[src/rtl/uart_tx_arbiter.sv]
// -----------------------------------------------------------------------------
// uart_tx_arbiter
//
// Shares a single UART transmitter byte port among NUM_REQ byte producers.
// Round-robin arbitration with packet lock: once granted, a requester keeps
// the transmitter until it sends a byte flagged req_last, or until MAX_BURST
// bytes have been sent in this grant. Then the arbiter returns to IDLE for one
// cycle and re-arbitrates, starting the search just after the previous holder.
//
// Handshake: a byte moves on any cycle where tx_valid && tx_ready are both
// high. tx_valid never waits on tx_ready. req_ready[i] is high only for the
// granted requester, only in SEND, and only when tx_ready is high, so a
// requester sees its byte consumed exactly when (req_valid[i] && req_ready[i]).
// No byte moves during a cycle with rst high.
//
// Parameters:
//   NUM_REQ      number of requesters (2..8)
//   MAX_BURST    bytes per grant before forced re-arbitration (1..256)
//   IDLE_TIMEOUT stall cycles before a silent holder loses its grant
//                (only used when UART_ARB_TIMEOUT_EN is defined)
//
// Optional feature macro: UART_ARB_TIMEOUT_EN
//   Defined   : a holder that keeps req_valid low for IDLE_TIMEOUT consecutive
//               cycles loses the grant and the sticky timeout_err flag sets.
//   Undefined : the grant is held indefinitely; timeout_err is tied to 0.
//
// Ports:
//   clk, rst     clock, synchronous active-high reset
//   req_data     NUM_REQ bytes, requester i on bits [8i+7:8i]
//   req_valid    requester i has a byte
//   req_last     requester i's byte ends its packet
//   req_ready    requester i's byte is accepted this cycle
//   tx_data      byte to the UART transmitter
//   tx_valid     tx_data is valid
//   tx_ready     UART transmitter accepts the byte
//   grant_id     current (or most recent) grant holder
//   busy         FSM is in SEND (the FSM state made visible)
//   timeout_err  sticky: a grant was revoked by the stall timeout
// -----------------------------------------------------------------------------
module uart_tx_arbiter #(
  parameter int NUM_REQ      = 4,
  parameter int MAX_BURST    = 16,
  parameter int IDLE_TIMEOUT = 1024
) (
  input  logic                       clk,
  input  logic                       rst,
  input  logic [NUM_REQ*8-1:0]       req_data,
  input  logic [NUM_REQ-1:0]         req_valid,
  input  logic [NUM_REQ-1:0]         req_last,
  output logic [NUM_REQ-1:0]         req_ready,
  output logic [7:0]                 tx_data,
  output logic                       tx_valid,
  input  logic                       tx_ready,
  output logic [$clog2(NUM_REQ)-1:0] grant_id,
  output logic                       busy,
  output logic                       timeout_err
);

  localparam int IW = $clog2(NUM_REQ);
  localparam int BW = $clog2(MAX_BURST) + 1;
  localparam logic [BW-1:0] LAST_BEAT = BW'(MAX_BURST - 1);

  // Elaboration-time range check of the configuration.
  if (NUM_REQ < 2 || NUM_REQ > 8 || MAX_BURST < 1 || MAX_BURST > 256 ||
      IDLE_TIMEOUT < 1) begin : g_bad_param
    $error("uart_tx_arbiter: parameter out of range");
  end

  typedef enum logic {
    IDLE = 1'b0,
    SEND = 1'b1
  } state_t;

  state_t        state;
  logic [IW-1:0] rr_ptr;
  logic [BW-1:0] beat_cnt;

  // ---------------------------------------------------------------------------
  // Unpack the flat data bus so the holder's byte is a plain array lookup.
  // ---------------------------------------------------------------------------
  logic [7:0] data_arr [NUM_REQ];

  always_comb begin
    for (int i = 0; i < NUM_REQ; i++) begin
      data_arr[i] = req_data[i*8 +: 8];
    end
  end

  // Signals of the current grant holder.
  logic [7:0] hold_data;
  logic       hold_valid;
  logic       hold_last;

  assign hold_data  = data_arr[grant_id];
  assign hold_valid = req_valid[grant_id];
  assign hold_last  = req_last[grant_id];

  // ---------------------------------------------------------------------------
  // Round-robin pick: first valid requester scanning rr_ptr+1, rr_ptr+2, ...
  // modulo NUM_REQ. rr_ptr itself is scanned last, so the previous holder
  // only wins again when nobody else is asking.
  // ---------------------------------------------------------------------------
  logic [IW-1:0] pick;
  logic          pick_found;

  always_comb begin
    pick       = '0;
    pick_found = 1'b0;
    for (int off = 1; off <= NUM_REQ; off++) begin
      if (!pick_found && req_valid[IW'((int'(rr_ptr) + off) % NUM_REQ)]) begin
        pick       = IW'((int'(rr_ptr) + off) % NUM_REQ);
        pick_found = 1'b1;
      end
    end
  end

  // ---------------------------------------------------------------------------
  // Transmit side. Outputs are gated by rst so nothing transfers in the
  // reset cycle even if the FSM was mid-packet.
  // ---------------------------------------------------------------------------
  logic in_send;
  logic xfer;
  logic last_beat;

  assign in_send   = (state == SEND) && !rst;
  assign tx_valid  = in_send && hold_valid;
  assign tx_data   = (state == SEND) ? hold_data : 8'h00;
  assign xfer      = tx_valid && tx_ready;
  assign last_beat = (beat_cnt == LAST_BEAT);
  assign busy      = (state == SEND);

  always_comb begin
    req_ready = '0;
    if (in_send && tx_ready) begin
      req_ready[grant_id] = 1'b1;
    end
  end

  // ---------------------------------------------------------------------------
  // Stall timeout (optional). stall_expire is high on the cycle that would be
  // the IDLE_TIMEOUT-th consecutive cycle with the holder's req_valid low.
  // Because it needs req_valid low it can never coincide with a transfer.
  // ---------------------------------------------------------------------------
  logic stall_expire;

`ifdef UART_ARB_TIMEOUT_EN
  localparam int SW = $clog2(IDLE_TIMEOUT) + 1;
  localparam logic [SW-1:0] STALL_LIMIT = SW'(IDLE_TIMEOUT - 1);

  logic [SW-1:0] stall_cnt;
  logic          timeout_flag;

  assign stall_expire = (state == SEND) && !hold_valid && (stall_cnt == STALL_LIMIT);
  assign timeout_err  = timeout_flag;
`else
  assign stall_expire = 1'b0;
  assign timeout_err  = 1'b0;
`endif

  // ---------------------------------------------------------------------------
  // FSM and all registered state.
  // ---------------------------------------------------------------------------
  always_ff @(posedge clk) begin
    if (rst) begin
      state    <= IDLE;
      grant_id <= '0;
      rr_ptr   <= IW'(NUM_REQ - 1);
      beat_cnt <= '0;
`ifdef UART_ARB_TIMEOUT_EN
      stall_cnt    <= '0;
      timeout_flag <= 1'b0;
`endif
    end else begin
      case (state)
        IDLE: begin
`ifdef UART_ARB_TIMEOUT_EN
          stall_cnt <= '0;
`endif
          // grant_id keeps the last holder until a new pick is made.
          if (pick_found) begin
            grant_id <= pick;
            beat_cnt <= '0;
            state    <= SEND;
          end
        end

        SEND: begin
`ifdef UART_ARB_TIMEOUT_EN
          // Only cycles with the holder silent count; tx_ready back-pressure
          // with a valid byte pending clears the counter.
          if (hold_valid) begin
            stall_cnt <= '0;
          end else if (!stall_expire) begin
            stall_cnt <= stall_cnt + 1'b1;
          end
          if (stall_expire) begin
            timeout_flag <= 1'b1;
          end
`endif
          if (stall_expire) begin
            state    <= IDLE;
            rr_ptr   <= grant_id;
            beat_cnt <= '0;
          end else if (xfer) begin
            if (hold_last || last_beat) begin
              state    <= IDLE;
              rr_ptr   <= grant_id;
              beat_cnt <= '0;
            end else begin
              beat_cnt <= beat_cnt + 1'b1;
            end
          end
        end

        default: state <= IDLE;
      endcase
    end
  end

endmodule

[config.mk]
export PLATFORM = sky130hd
export DESIGN_NAME = uart_tx_arbiter
export DESIGN_NICKNAME = d
export VERILOG_FILES = /design/src/rtl/uart_tx_arbiter.sv
export SDC_FILE = /design/constraint.sdc
export NUM_CORES = 1
export LEC_CHECK = 0
export CAP_MARGIN = 5
export CELL_PAD_IN_SITES_DETAIL_PLACEMENT = 1
export CELL_PAD_IN_SITES_GLOBAL_PLACEMENT = 1
export CORE_MARGIN = 1
export CORE_UTILIZATION = 25
export DETAILED_ROUTE_END_ITERATION = 8
export PLACE_DENSITY = 0.8
export SLEW_MARGIN = 10
export SYNTH_ARGS = -nofsm -noshare
export SYNTH_HDL_FRONTEND = slang
export SYNTH_SLANG_ARGS = --single-unit
[constraint.sdc]
create_clock -name clk -period 2.1 [get_ports clk]
set_input_delay 0.21 -clock clk [delete_from_list [all_inputs] [get_ports clk]]
set_output_delay 0.21 -clock clk [all_outputs]
set_load 0.05 [all_outputs]
==> results.toml, run 1 <==
[place]
routabilityCongestion = 0.7667
placed_cells_incl_taps = 200
hpwl_mm = 2.657
place.port_buffers = 58

[hold_path]
worstHoldPathType = "flip-flop to flip-flop"
hold_start = "beat_cnt[2]$_SDFFE_PP0P_"

[global_route]
maximum_number_of_pins_on_one_net_before_global_route_repair = 19
grt_pass1_vias = 1067
grt_antenna_before_repair = 0
global_route.usage.total_pct = 17.58
global_route_wire_length_before_repair_mm = 5.451
globalRoute.totalOverflow = 0

[run_status]
run_status = "complete, no violations"

[critical_path]
crit_arrival_ns = 2.20
timing.critical_path.from_type = "flip-flop"
setup.worst_path.end_class = "flip-flop"
regToRegEndpoint = "beat_cnt[3]$_SDFFE_PP0P_"
r2r-start = "beat_cnt[0]$_SDFFE_PP0P_"
setup.worst_path.class = "flip-flop to flip-flop"
worst_setup_path_startpoint = "beat_cnt[0]$_SDFFE_PP0P_"
rrSetupSlack_ns = 0.08
worst_ep_required_time_ns = 2.29
worstPathMaxFanout = 4
r2r_cells = 7
endpoint = "beat_cnt[3]$_SDFFE_PP0P_"

[synth]
synthesis.area_per_instance_sq_um = 9.138
post_synth_instance_area_sq_um = 904.6
yosys_warnings = 0
synth_nets = 144
synth_cell_type_count = 35
postSynthRegisterBits = 10
seq_area_frac_synth_pct = 22.13
postSynthCellCount = 99

[power_and_ir_drop]
power.static_leakage_uw = 0.0006418
max-vdd-ir-drop_uv = 302.1
power.density_mw_per_mm2 = 451.6

[cells_and_area]
area_growth_syn_to_layout_pct = 78.15
drive_gt1_share_pct = 24.38
final_nets = 206
final_cells = 206
n_antenna_cell = 0
filler_cell_count = 399

[timing]
timing_max_transition_violations_final = 0
hold_viol_final = 0
clock.fmax_ghz = 0.4958
timing.clock.skew_ns = 0.0003322
layout_worst_path_cycle_share_pct = 96.05
post_layout_minimum_cycle_time_ns = 2.017
setup-violations-final = 0
holdWs_ns = 0.5092

[cts]
maximum_level_of_the_cts_h_tree = 1
clock_tree_from_tritoncts = "yes"
clk_transition_reported_paths_ns = 0.06
cts_sinks = 10
cts_made_buffers = 3
cts_root_buffer = "clkbuf_4"
clock_tree.buffer_depth = 2
clk_latency_ns = 0.26
cts.hold.buffers_added = 0

[drt]
detailedRoute.firstIterationViolations = 40
avgRoutedWirePerCell_um = 16.55
drt-vias-per-instance = 5.063
num_vias = 1043
final_antenna_net_count = 0
detail_route.wirelength_mm = 3.410
drc = 0
drt_first_pass_iters = 4

[floorplan]
core_area_sq_mm = 0.003390
fp.dieH_um = 62.16
die_width_um = 62.16
start_util_pct = 26.69
floorplan.io_pins = 60
floorplan.die_area_sq_mm = 0.003863
number_of_rows_created_at_floorplan = 21

[run]
maxCapViolations = 0
==> flip-flops by register name, summed over array words and instances, names as in the netlist <==
name      count
beat_cnt      5
busy          1
grant_id      2
rr_ptr        2
==> cell usage after synthesis (all sizes together) <==
cell / n / area, sq um
nor3b: 1 / 7.510
or4: 2 / 15.01
buf: 4 / 28.78
a21oi: 4 / 20.02
a22oi: 1 / 7.510
conb: 1 / 3.750
dfxtp: 10 / 200.2
a221oi: 1 / 15.01
nand2b: 2 / 12.51
inv: 6 / 22.52
o21ai: 4 / 20.02
ha: 2 / 25.02
and3b: 1 / 10.01
mux4: 9 / 202.7
nor2: 4 / 15.01
o311a: 1 / 10.01
a22o: 1 / 8.760
o21a: 1 / 7.510
a32o: 1 / 10.01
o31ai: 1 / 7.510
mux2i: 4 / 40.04
a211o: 1 / 8.760
nand3: 7 / 35.03
nor2b: 1 / 6.260
a31oi: 3 / 18.77
and3: 4 / 25.02
nor3: 1 / 5.000
o22ai: 1 / 6.260
clkbuf: 2 / 7.510
and2: 10 / 62.56
nand4: 1 / 6.260
nand2: 7 / 33.78
==> critical path, cell delays in order (launching register included) <==
cell	delay [ns]
dfxtp_1	0.34
ha_1	0.24
and3_1	0.20
ha_1	0.20
nor2b_2	0.15
a22oi_2	0.11
or4_1	0.53
a31oi_1	0.17
==> how the worst min path moves through the flow <==
stage               cells past startpoint  slack (ns)                       end
global route                            1        0.52  beat_cnt[2]$_SDFFE_PP0P_
CTS                                     1        0.51  beat_cnt[2]$_SDFFE_PP0P_
global placement                        1        0.48  beat_cnt[2]$_SDFFE_PP0P_
floorplan                               1        0.28           busy$_SDFF_PP0_
finish                                  1        0.51  beat_cnt[2]$_SDFFE_PP0P_
detailed placement                      1        0.49  beat_cnt[2]$_SDFFE_PP0P_
==> layer usage <==
metal  routed length, um  track usage, %  share of wire [%]  vias to the layer above
li1                    -               -                  -                      495
met1                1390           20.16                 41                      495
met2                1751           33.38                 51                       49
met3                 257           4.596                7.5                        4
met4                  10           1.744               0.29                        0
met5                   0               0                  0                        -
==> logic make-up (layout without fill, tap and decap cells) <==
| group | count (synthesis) | count (layout) | share of synthesized area [%] |
|---|---|---|---|
| DFF | 10 | 10 | 22.13 |
| other | 1 | 1 | 0.4145 |
| adders and majority gates | 2 | 2 | 2.766 |
| and+or+nand+nor | 41 | 41 | 25.86 |
| muxes | 13 | 13 | 26.83 |
| AOI/OAI and AO/OA | 20 | 20 | 15.49 |
| buffers and inverters | 12 | 73 | 6.501 |
==> through the flow <==
stage | worst slack, ns | total power [uW] | cell area [sq um] | TNS, ns | utilization, %
CTS | 0.03400 | 726.0 | 1594 | 0 | 47.03
global route | -0.03007 | 762.0 | 1612 | -0.03007 | 47.55
floorplan | 0.01885 | 406.9 | 910.9 | 0 | -
finish | 0.08304 | 727.7 | 1612 | 0 | 47.55
detailed placement | 0.09156 | 550.6 | 1550 | 0 | 45.74
global placement | 0.1728 | 543.8 | 1550 | 0 | 45.74
==> cell usage in the layout (no fill, tap or decap), drive strengths merged <==
cell type and count:
a22oi 1, o21a 1, dfxtp 10, a21oi 4
and3 4, and3b 1, nand2b 2, a211o 1
clkbuf 4, o21ai 4, nor2 4, conb 1
o31ai 1, buf 19, a31oi 3, mux2i 4
or4 2, nor3 1, o22ai 1, inv 6
o311a 1, a22o 1, nor3b 1, nand2 7
nor2b 1, a221oi 1, nand4 1, a32o 1
ha 2, mux4 9, and2 10, clkdlybuf4s50 44
nand3 7
==> where the power goes <==
group / internal (uW) / switching [uW]
clock: 105 / 66.8
sequential: 196 / 20.8
combinational: 175 / 164
total: 476 / 251
==> timing repair <==
action,4_1_cts,5_1_grt
endpoints found under the setup margin,1,8
cloned,0,0
hold endpoints to repair,0,0
pin swaps,0,2
setup buffers,0,2
resized for setup,2,1
==> cell type report <==
class                           instances  area, sq um  share of cell area (%)
Sequential cell                        10        203.9                   12.66
Multi-Input combinational cell         77        658.1                   40.84
Tap cell                               46        57.56                   3.571
Clock buffer                            4        36.28                   2.252
Timing Repair Buffer                   63        633.1                   39.29
Inverter                                6        22.52                   1.398
No activity file was read; power rests on OpenSTA's default activity.
==> run 2, diff against run 1 <==
--- a/config.mk
+++ b/config.mk
@@ -5,13 +5,15 @@
 export SDC_FILE = /design/constraint.sdc
 export NUM_CORES = 1
 export LEC_CHECK = 0
+export ABC_AREA = 1
 export CAP_MARGIN = 5
 export CELL_PAD_IN_SITES_DETAIL_PLACEMENT = 1
 export CELL_PAD_IN_SITES_GLOBAL_PLACEMENT = 1
 export CORE_MARGIN = 1
-export CORE_UTILIZATION = 25
+export CORE_UTILIZATION = 24
 export DETAILED_ROUTE_END_ITERATION = 8
-export PLACE_DENSITY = 0.8
+export GPL_ROUTABILITY_DRIVEN = 0
+export PLACE_DENSITY = 0.78
 export SLEW_MARGIN = 10
 export SYNTH_ARGS = -nofsm -noshare
 export SYNTH_HDL_FRONTEND = slang
==> run 2 against run 1 <==
  * Via count up 30%
  * Count of clock-buffer cells in the layout unchanged
  * Critical path depth down 1
  * Non-clock buffer count down 2
  * Worst hold slack worse by 0.042 ns
  * Clock skew up 0.0053 ns
  * Total power up 69%
  * Final area up 18%
  * Core utilization down 1.2 points
  * Synthesized cell count up 77%
  * Wire length up 19%
  * Worst setup slack better by 0.13 ns
  * Critical path type is now flip-flop to output port
==> results.toml, run 2 <==
[run_status]
run_status = "complete, no violations"

[power_and_ir_drop]
power.static_leakage_uw = 0.0008321
combPwrFrac_pct = 60.7
p_switching_uw = 539.5
clkPwrFrac_pct = 20.3
power_switching_share_pct = 43.86
max-vdd-ir-drop_uv = 407.3
total_power_uw = 1230
p_seq_share_pct = 19.0
internal_power_uw = 690.6
power.density_mw_per_mm2 = 649.0

[timing]
worst_max_slew_pin_slew_ns = 0.5142
timing.clock.skew_ns = 0.005657
timing_max_transition_violations_final = 0
setup-violations-final = 0
hold_viol_final = 0
post_layout_minimum_cycle_time_ns = 1.886
rsz0062_at_grt = "false"
clock.fmax_ghz = 0.5301
layout_worst_path_cycle_share_pct = 89.83
timing.slew.headroom_pct = 65.62
holdWs_ns = 0.4674

[hold_path]
hold_start = "beat_cnt[4]$_SDFFE_PP0P_"
hold_path_depth = 2
worstHoldPathType = "flip-flop to flip-flop"

[global_route]
global_route.usage.total_pct = 18.25
globalRoute.totalOverflow = 0
grt_antenna_before_repair = 0
global_route_wire_length_before_repair_mm = 6.320
grt_pass1_vias = 1368
maximum_number_of_pins_on_one_net_before_global_route_repair = 12

[cells_and_area]
layout.cells.most_common = "nand2_1"
n_antenna_cell = 0
final_cells = 285
biggestRegsByFlops = "beat_cnt (5), grant_id (2), rr_ptr (2)"
final_cell_mix = "57 x nand2_1, 45 x clkdlybuf4s50_1, 16 x a22oi_1"
largest_register_ffs = 5
register_with_the_most_flip_flops = "beat_cnt"
final_core_util_pct = 46.39
drive_gt1_share_pct = 22.13
area_growth_syn_to_layout_pct = 81.22
final_nets = 281

[synth]
yosysMostFrequentCell = "nand2_1"
synthesis.area_per_instance_sq_um = 5.977
synth_cell_type_count = 28
postSynthRegisterBits = 10
synthArstFlopShare_pct = 0
synthTopCellsByArea = "nand2_1 20%, dfxtp_1 19%, a22oi_1 11%"
netlist_top_cells_count = "57 x nand2_1, 16 x a22oi_1, 16 x nor2_1, 14 x inv_1, 11 x nand3_1"
yosys_warnings = 0
postSynthCellCount = 175
yosys_most_used_dff = "dfxtp_1"
synth.largest_area_cell = "nand2_1"
synth_largest_type_area_fraction_pct = 20.45
post_synth_instance_area_sq_mm = 0.001046
synth_edf_count = 0
synth_nets = 220
seq_area_frac_synth_pct = 19.14

[cts]
cts_made_buffers = 3
maximum_level_of_the_cts_h_tree = 1
cts_sinks = 10
clock_tree.buffer_depth = 2
cts_root_buffer = "clkbuf_8"
cts.hold.buffers_added = 0
clk_latency_ns = 0.24
clock_tree_from_tritoncts = "yes"
clk_transition_reported_paths_ns = 0.05

[critical_path]
r2r_cells = 11
crit_arrival_ns = 1.68
cpPeakStageDelay_ns = 0.42
timing.critical_path.from_type = "flip-flop"
critPathSlowestCell = "dfxtp_2"
worst_ep_required_time_ns = 1.89
crit_path_cell_chain = "inv_1 > nor2_1 > buf_4 > a22oi_1 > a21oi_2 > buf_12"
setup.worst_path.class = "flip-flop to output port"
r2r-start = "beat_cnt[0]$_SDFFE_PP0P_"
setup.worst_path.end_class = "output port"
worst_setup_path_startpoint = "grant_id[0]$_SDFFE_PP0P_"
worstPathMaxFanout = 8

[drt]
avgRoutedWirePerCell_um = 14.18
detailedRoute.firstIterationViolations = 35
drc = 0
dr_wl_met2_mm = 2.060
final_antenna_net_count = 0
detail_route.wirelength_mm = 4.041
route.layer.met1.wl_mm = 1.850
drt_first_pass_iters = 2
num_vias = 1352
drt-vias-per-instance = 4.744
route.met3.wl_um = 120
route.top_layer_used = "met4"

[floorplan]
floorplan.io_pins = 60
floorplan.die_area_sq_mm = 0.004626
number_of_rows_created_at_floorplan = 23
start_util_pct = 25.60
die_width_um = 68.02
fp.dieH_um = 68.02
core_area_sq_mm = 0.004086

[place]
place.port_buffers = 58
hpwl_mm = 3.347
placed_cells_incl_taps = 281

[run]
maxCapViolations = 0
-- run 2: changes by cell type after synthesis, moves of 4 or more --
| cell | before | now |
|---|---|---|
| nand2_1 | 6 | 57 |
| a22oi_1 | 1 | 16 |
| nor2_1 | 4 | 16 |
| and2_1 | 10 | 0 |
| mux4_2 | 9 | 0 |
| inv_1 | 6 | 14 |
| a21oi_1 | 4 | 10 |
| inv_2 | 0 | 6 |
| and3_1 | 4 | 0 |
| mux2i_1 | 4 | 0 |
| nand3_1 | 7 | 11 |
-- run 2: what timing repair did --
| action | 4_1_cts | 5_1_grt |
|---|---|---|
| setup endpoints to repair | 0 | 1 |
| buffers inserted | 0 | 0 |
| gates resized for setup | 0 | 1 |
-- run 2: per-stage QoR --
step	setup WS (ns)	TNS [ns]	cell area, sq um
after floorplan	-0.3604	-0.7208	1079
after global placement	0.2951	0	1839
after detailed placement	0.2523	0	1839
after CTS	0.1067	0	1894
after global routing	0.1006	0	1896
final	0.2135	0	1896
-- run 2: cell type report --
type / count / area [sq um]
inverter: 21 / 81.33
sequential: 10 / 201.4
timing repair buffer: 61 / 733.2
clock buffer: 4 / 55.05
multi-input combinational: 139 / 762.0
fill: 530 / 2191
tap: 50 / 62.56
-- run 2: power groups by stage --
| stage | Sequential, uW | Clock (uW) | Combinational, uW |
|---|---|---|---|
| 2_1_floorplan | 256 | 0 | 408 |
| 3_3_place_gp | 234 | 0 | 743 |
| 3_5_place_dp | 235 | 0 | 751 |
| 4_1_cts | 232 | 251 | 756 |
| 5_1_grt | 236 | 268 | 795 |
| 6_report | 233 | 250 | 747 |
-- run 2: worst max-delay path: cells and delay by family, from the launching register on --
family	cells	cell delay [ns]
AOI/OAI and AO/OA	2	0.33
DFF	1	0.42
and+or+nand+nor	1	0.23
buffers and inverters	3	0.46
-- run 2: kinds of logic after synthesis --
| logic type | count (synthesis) | share of synthesized area [%] |
|---|---|---|
| simple gates | 102 | 46.05 |
| buf+inv | 26 | 11.12 |
| flops | 10 | 19.14 |
| compound gates | 34 | 20.93 |
| other cells | 1 | 0.3585 |
| fa+ha+maj | 2 | 2.392 |
-- run 2: final timing paths --
| kind | endpoint | slack [ns] |
|---|---|---|
| hold reg to reg | beat_cnt[4]$_SDFFE_PP0P_ | 0.47 |
| hold / removal | beat_cnt[4]$_SDFFE_PP0P_ | 0.47 |
| setup reg to reg | beat_cnt[3]$_SDFFE_PP0P_ | 0.34 |
| setup / recovery | tx_data[3] | 0.21 |
-- run 2: per-layer routing --
layer  vias to the layer above  GRT usage (%)
li1                        693              -
met1                       632          23.59
met2                        24          31.86
met3                         3          3.833
met4                         0          1.563
met5                         -              0
==> run 3, diff against run 2 <==
--- a/config.mk
+++ b/config.mk
@@ -13,7 +13,10 @@
 export CORE_UTILIZATION = 24
 export DETAILED_ROUTE_END_ITERATION = 8
 export GPL_ROUTABILITY_DRIVEN = 0
+export HOLD_SLACK_MARGIN = 0.12
 export PLACE_DENSITY = 0.78
+export RECOVER_POWER = 100
+export SKIP_LAST_GASP = 1
 export SLEW_MARGIN = 10
 export SYNTH_ARGS = -nofsm -noshare
 export SYNTH_HDL_FRONTEND = slang
==> run 3 against run 2 <==
  * Total power is 1.8% lower
  * Worst setup slack worse by 0.039 ns
  * Count of clock-buffer cells in the layout stayed put
  * Global-route usage stayed put
  * Clock power hardly changed
  * Via count stayed put
  * Sequential power hardly changed
  * Critical path depth stayed put
  * Largest cell class unchanged
  * Largest power group unchanged
==> results.toml, run 3 (same netlist as run 2, synthesis figures left out) <==
[drt]
drc = 0
num_vias = 1352
detailedRoute.firstIterationViolations = 45
drt_first_pass_iters = 2
detail_route.wirelength_mm = 4.036
avgRoutedWirePerCell_um = 14.16
final_antenna_net_count = 0
drt-vias-per-instance = 4.744

[floorplan]
start_util_pct = 25.60
number_of_rows_created_at_floorplan = 23
floorplan.die_area_sq_mm = 0.004626
core_area_sq_mm = 0.004086
floorplan.io_pins = 60
die_width_um = 68.02
fp.dieH_um = 68.02

[critical_path]
worstPathMaxFanout = 8
setup.worst_path.end_class = "output port"
crit_path_cell_chain = "inv_1 > nor2_1 > clkbuf_2 > a22oi_1 > a21oi_2 > buf_12"
r2r-start = "rr_ptr[0]$_SDFFE_PP1P_"
crit_arrival_ns = 1.72
setup.worst_path.class = "flip-flop to output port"
timing.critical_path.from_type = "flip-flop"
worst_setup_path_startpoint = "grant_id[0]$_SDFFE_PP0P_"
cpPeakStageDelay_ns = 0.42
critPathSlowestCell = "dfxtp_2"
worst_ep_required_time_ns = 1.89

[timing]
layout_worst_path_cycle_share_pct = 91.70
hold_viol_final = 0
rsz0062_at_grt = "false"
timing_max_transition_violations_final = 0
timing.clock.skew_ns = 0.005685
timing.slew.headroom_pct = 65.13
setup-violations-final = 0
clock.fmax_ghz = 0.5193
worst_max_slew_pin_slew_ns = 0.5213
post_layout_minimum_cycle_time_ns = 1.926

[cts]
clk_latency_ns = 0.24
clock_tree_from_tritoncts = "yes"
cts_made_buffers = 3
clock_tree.buffer_depth = 2
clk_transition_reported_paths_ns = 0.05
cts_root_buffer = "clkbuf_8"
post-cts-setup-buffer-count = 0
maximum_level_of_the_cts_h_tree = 1
cts_sinks = 10

[cells_and_area]
layout.cells.most_common = "nand2_1"
biggestRegsByFlops = "beat_cnt (5), grant_id (2), rr_ptr (2)"
register_with_the_most_flip_flops = "beat_cnt"
n_antenna_cell = 0
drive_gt1_share_pct = 18.72
final_nets = 281
area_growth_syn_to_layout_pct = 78.11
final_cells = 285
final_cell_mix = "60 x nand2_1, 42 x clkdlybuf4s50_1, 16 x a22oi_1, 16 x nor2_1, 15 x inv_1"
largest_register_ffs = 5

[place]
placed_cells_incl_taps = 281
hpwl_mm = 3.347
place.port_buffers = 58

[run_status]
run_status = "complete, no violations"

[run]
maxCapViolations = 0

[hold_path]
hold_start = "beat_cnt[4]$_SDFFE_PP0P_"
worstHoldPathType = "flip-flop to flip-flop"

[global_route]
global_route_wire_length_before_repair_mm = 6.320
grt_pass1_vias = 1368
globalRoute.totalOverflow = 0
grt_antenna_before_repair = 0
global_route.usage.total_pct = 18.25
maximum_number_of_pins_on_one_net_before_global_route_repair = 12
met2_usage_pct = 31.86
global_route.usage.met3_pct = 3.833
grt.met1_usage_pct = 23.59
gr-max-usage-layer = "met2"

[power_and_ir_drop]
total_power_uw = 1208
power_switching_share_pct = 43.82
power.static_leakage_uw = 0.0008508
internal_power_uw = 678.5
power.density_mw_per_mm2 = 648.2
max-vdd-ir-drop_uv = 399.8
p_seq_share_pct = 19.3
combPwrFrac_pct = 60.0
clkPwrFrac_pct = 20.7
p_switching_uw = 529.2
## run 3: changes by cell type in the layout (fill, tap and decap cells not counted), moves of 2 or more
cell,previous run,this run
clkdlybuf4s50_1,45,42
nand2_2,3,1
dlygate4sd3_1,0,3
a21oi_1,2,4
nand2_1,57,60
a21oi_2,9,7
## run 3: routing by layer
layer | part of all wire (%) | up-vias
met1 | 46 | 631
met4 | 0.25 | 0
met2 | 51 | 24
li1 | - | 694
met3 | 3.0 | 3
met5 | 0 | -
## run 3: through the flow
stage               cell area, sq um  TNS [ns]  setup WS, ns  hold WS, ns  util, %
floorplan                       1079   -0.7208       -0.3604       0.2724        -
detailed placement              1839         0        0.2523       0.4695    45.01
global placement                1839         0        0.2951       0.4313    45.01
CTS                             1894         0        0.1067       0.4791    46.36
global route                    1863         0       0.06144       0.4786    45.59
finish                          1863         0        0.1744       0.4674    45.59
## run 3: final timing paths
kind                               to  slack, ns  cells past startpoint
max                        tx_data[3]       0.17                      6
min reg2reg  beat_cnt[4]$_SDFFE_PP0P_       0.47                      2
max reg2reg  beat_cnt[4]$_SDFFE_PP0P_       0.25                     12
min          beat_cnt[4]$_SDFFE_PP0P_       0.47                      2
## run 3: worst max-delay path: cells and delay by family, from the launching register on
family | cells | cell delay, ns
AO/OA/AOI/OAI | 2 | 0.35
buffers and inverters | 3 | 0.49
flip-flops | 1 | 0.42
AND/OR/NAND/NOR | 1 | 0.21
## run 3: power groups by stage
stage               sequential [uW]  combinational (uW)  clock [uW]
floorplan                       256                 408           0
global placement                234                 743           0
detailed placement              235                 751           0
CTS                             232                 756         251
global route                    236                 772         268
finish                          233                 725         250
## run 3: repair_timing
action / CTS / global route
setup endpoints to repair: 0 / 1
hold buffers: 0 / 0
gates resized for setup: 0 / 1
## run 3: layout make-up
class	count	area, sq um
multi-input combinational	139	739.5
sequential	10	201.4
tap	50	62.56
timing repair buffer	61	723.2
clock buffer	4	55.05
fill	533	2223
inverter	21	81.33
==> variant 1 (config.mk and constraints of run 2) <==
Add a define of `UART_ARB_TIMEOUT_EN`.
--- a/src/rtl/uart_tx_arbiter.sv
+++ b/src/rtl/uart_tx_arbiter.sv
@@ -37,6 +37,8 @@
 //   busy         FSM is in SEND (the FSM state made visible)
 //   timeout_err  sticky: a grant was revoked by the stall timeout
 // -----------------------------------------------------------------------------
+`define UART_ARB_TIMEOUT_EN
+
 module uart_tx_arbiter #(
   parameter int NUM_REQ      = 4,
   parameter int MAX_BURST    = 16,
Check against the original RTL: not equivalent (a bounded check fails within 4 cycles, from zero or initial values and one cycle with rst high).
==> variant 1 against run 2 <==
Count of clock-buffer cells in the layout is 1 lower. Register-to-register slack worse by 40 ps. Sequential share of layout area is 5.9 points higher. Sequential power is 95% higher. Sequential cell count is 12 higher. Synthesized area is 70% higher. Cell area is 41% higher. Clock skew is 2.2 ps lower. Total power is 18% higher. Wire length is 40% higher. Combinational power is 22% lower. Non-clock buffer count stayed put. Setup slack worse by 90 ps. Critical path type unchanged.
==> variant 1: results (changes against run 2) <==
[outcome] status finished clean [unchanged]
[finish] number of fill cells in the layout 888 [was 530]
[finish] most flop-heavy register stall_cnt [was beat_cnt]
[finish] fraction of area in non-clock buffers 0.2751 [was 0.3868]
[detailed_routing] post-detailed-route wirelength per cell 13.72 um [was 14.18 um]
[power] switching pwr 0.5103 mW [was 0.5395 mW]
[power] maximum resistive drop on vdd 0.0003617 V [was 0.0004073 V]
[synth] top post-synthesis cells by area sky130_fd_sc_hd__dfxtp_1 25%, sky130_fd_sc_hd__nand2_1 12%, sky130_fd_sc_hd__a22oi_1 6.8%, sky130_fd_sc_hd__a21oi_1 6.2%, sky130_fd_sc_hd__nand2_4 5.1% [was sky130_fd_sc_hd__nand2_1 20%, sky130_fd_sc_hd__dfxtp_1 19%, sky130_fd_sc_hd__a22oi_1 11%, sky130_fd_sc_hd__nor2_1 5.7%, sky130_fd_sc_hd__nand3_1 5.3%]
[finish] number of non-clock inverters in the layout 32 [was 21]
[finish] largest registers ranked by flip-flop count stall_cnt x11, beat_cnt x5 [was beat_cnt x5, grant_id x2, rr_ptr x2]
[detailed_routing] wl on met1 2410 um [was 1850 um]
[synth] FF+latch count, synth 22 [was 10]
[sta] actual transition at the worst max-transition pin 514.8 ps [was 514.2 ps]
[place] detailed placer's ending HPWL 4630 um [was 3347 um]
[power] Pleak 1.094 nW [was 0.8321 nW]
[detailed_routing] length of routed met2 wiring 2811 um [was 2060 um]
[place] Buffers on Ports 59 [was 58]
[synth] sequential fraction of the synthesis area 0.2481 [was 0.1914]
[global_route] first-pass GRT wire length 9183 um [was 6320 um]
[place] post-placement cell area 0.002582 sq mm [was 0.001839 sq mm]
[sta] final worst clock skew 3.491 ps [was 5.657 ps]
[worst_setup_path] Max stage delay on crit path 470 ps [was 420 ps]
[finish] proportion of cell area occupied by multi-input gates 0.4357 [was 0.4020]
[global_route] pin count of the biggest net entering global routing 14 [was 12]
[clock_network] Worst-path clk slew 90 ps [was 50 ps]
[power] combinational cell fraction of total power 0.404 [was 0.607]
[place] post-placement setup slack 290.9 ps [was 252.3 ps]
[global_route] met1 capacity usage during global routing 0.1630 [was 0.2359]
[finish] multi-input gates 197 [was 139]
[detailed_routing] detailed-router iteration count before antenna repair 4 [was 2]
[detailed_routing] total via count in the routed design 1939 [was 1352]
[power] register share of total power 0.313 [was 0.190]
[finish] fraction of area in registers 0.1657 [was 0.1063]
[worst_setup_path] Crit path max-delay family flip-flops [was buffers and inverters]
[synth] top cells by instance count after synthesis 55 x sky130_fd_sc_hd__nand2_1, 22 x sky130_fd_sc_hd__a21oi_1, 22 x sky130_fd_sc_hd__dfxtp_1 [was 57 x sky130_fd_sc_hd__nand2_1, 16 x sky130_fd_sc_hd__a22oi_1, 16 x sky130_fd_sc_hd__nor2_1]
[finish] Area growth, synth to finish 50.11% [was 81.22%]
[synth] synthesized-area fraction occupied by ao, oa, aoi and oai cells 0.2001 [was 0.2093]
[synth] XOR/XNOR share of the synthesized area 0.009866 [was 0]
[finish] area used by sequential logic in the layout 441.7 sq um [was 201.4 sq um]
[detailed_routing] met3 WL post-DR 411 um [was 120 um]
-- variant 1: cell count changes after synthesis, moves of 3 or more --
cell	change
sky130_fd_sc_hd__nand2_4	+6
sky130_fd_sc_hd__nand3_1	+4
sky130_fd_sc_hd__o21ai_0	+4
sky130_fd_sc_hd__a31oi_1	+3
sky130_fd_sc_hd__a21oi_1	+12
sky130_fd_sc_hd__nand4_1	+5
sky130_fd_sc_hd__dfxtp_1	+12
sky130_fd_sc_hd__nor2_2	+4
sky130_fd_sc_hd__nand2_2	+8
sky130_fd_sc_hd__inv_4	+3
sky130_fd_sc_hd__inv_1	+6
-- variant 1: path summary, 6_finish.rpt --
check | startpoint | endpoint | slack (ps)
max | grant_id[0] | tx_data[7] | 120
min | stall_cnt[1] | stall_cnt[1] | 500
max reg2reg | beat_cnt[0] | rr_ptr[1] | 300
min reg2reg | stall_cnt[1] | stall_cnt[1] | 500
==> variant 2 (settings of run 2) <==
Without the edit above. One comparison of `beat_cnt` changes from == to >=.
--- a/src/rtl/uart_tx_arbiter.sv
+++ b/src/rtl/uart_tx_arbiter.sv
@@ -126,7 +126,7 @@
   assign tx_valid  = in_send && hold_valid;
   assign tx_data   = (state == SEND) ? hold_data : 8'h00;
   assign xfer      = tx_valid && tx_ready;
-  assign last_beat = (beat_cnt == LAST_BEAT);
+  assign last_beat = (beat_cnt >= LAST_BEAT);
   assign busy      = (state == SEND);
 
   always_comb begin
Function: same outputs for any inputs over 4 cycles, from zero or initial values and one cycle with rst high; that may be too few to reach the edited logic, so the function may still have changed.
==> variant 2 against run 2 <==
Total power down 11%. Cell area rose by 6.4%. Synthesized area increased by 4.4%. Wire length rose by 1.5%. Setup slack improved by 3.9 ps. Count of clock-buffer cells in the layout down 1. Clock skew hardly changed. Sequential cell count is the same. Sequential share of layout area down 0.64 points. Critical path type is now in2out.
==> variant 2: results (changes against run 2) <==
[outcome] status finished clean [unchanged]
[detailed_routing] detailed-router iteration count before antenna repair 4 [was 2]
[power] Internal Power 0.6173 mW [was 0.6906 mW]
[worst_setup_path] Reg2Reg Setup Slack 270 ps [was 340 ps]
[finish] Nets 287 [was 281]
[sta] actual transition at the worst max-transition pin 863.4 ps [was 514.2 ps]
[power] maximum resistive drop on vdd 0.0002428 V [was 0.0004073 V]
[synth] top cells by instance count after synthesis 42 x sky130_fd_sc_hd__nand2_1, 32 x sky130_fd_sc_hd__nand3_1, 17 x sky130_fd_sc_hd__inv_1, 17 x sky130_fd_sc_hd__nor2_1, 10 x sky130_fd_sc_hd__dfxtp_1 [was 57 x sky130_fd_sc_hd__nand2_1, 16 x sky130_fd_sc_hd__a22oi_1, 16 x sky130_fd_sc_hd__nor2_1]
[detailed_routing] post-detailed-route wirelength per cell 14.05 um [was 14.18 um]
[synth] synthesized-area fraction occupied by ao, oa, aoi and oai cells 0.1649 [was 0.2093]
[synth] sequential fraction of the synthesis area 0.1833 [was 0.1914]
[min_path] hold path startpoint beat_cnt[3] [was beat_cnt[4]]
[finish] multi-input gates 142 [was 139]
[finish] non-clock buffer count in the final layout 63 [was 61]
[synth] syn_area_per_cell 5.969 sq um [was 5.977 sq um]
[global_route] number of global-route vias before repair 1400 [was 1368]
[finish] number of non-clock inverters in the layout 22 [was 21]
[synth] syn_nets 228 [was 220]
[finish] clock buffers 3 [was 4]
[power] switching pwr 0.4768 mW [was 0.5395 mW]
[place] Post-Place Cells 289 [was 281]
[place] detailed placer's ending HPWL 3450 um [was 3347 um]
[global_route] met2 routing resource usage after global routing 0.3182 [was 0.3186]
[synth] adder and majority cell fraction of the synthesized area 0.02291 [was 0.02392]
[power] Pleak 0.8398 nW [was 0.8321 nW]
[finish] total area of multi-input combinational cells 868.3 sq um [was 762.0 sq um]
[worst_setup_path] Max stage delay on crit path 470 ps [was 420 ps]
[finish] fraction of layout cells with a size suffix above 1 0.2292 [was 0.2213]
[detailed_routing] length of routed met2 wiring 2101 um [was 2060 um]
[finish] number of fill cells in the layout 533 [was 530]
[global_route] total track usage 0.1767 [was 0.1825]
[die] total number of tap cells 52 [was 50]
[global_route] global-route track usage on met3 0.01890 [was 0.03833]
variant 2: cell count changes in the layout (fill, tap and decap cells not counted), sizes merged, moves of 2 or more:
cell	run 2	this run
nand3	12	33
nor2	23	21
nand2	62	51
nor3	2	5
clkdlybuf4s50	45	43
a31oi	0	9
nand4	2	0
a21oi	11	5
a22oi	16	8
buf	16	20
variant 2: tightest hold or removal path, cell delays in order, from the launching register on:
cell and delay, ps:
sky130_fd_sc_hd__dfxtp_1 310, sky130_fd_sc_hd__inv_1 70, sky130_fd_sc_hd__a21oi_1 60
variant 2: worst max-delay path by stage:
stage                      from      endpoint  cells after the start  slack, ps
floorplan           grant_id[0]  req_ready[1]                      4       -300
global placement            rst   beat_cnt[1]                     11        190
detailed placement          rst   beat_cnt[1]                     11        140
CTS                 grant_id[1]    tx_data[0]                      4         20
global route        beat_cnt[0]   beat_cnt[1]                     15         60
finish                      rst  req_ready[3]                      5        220
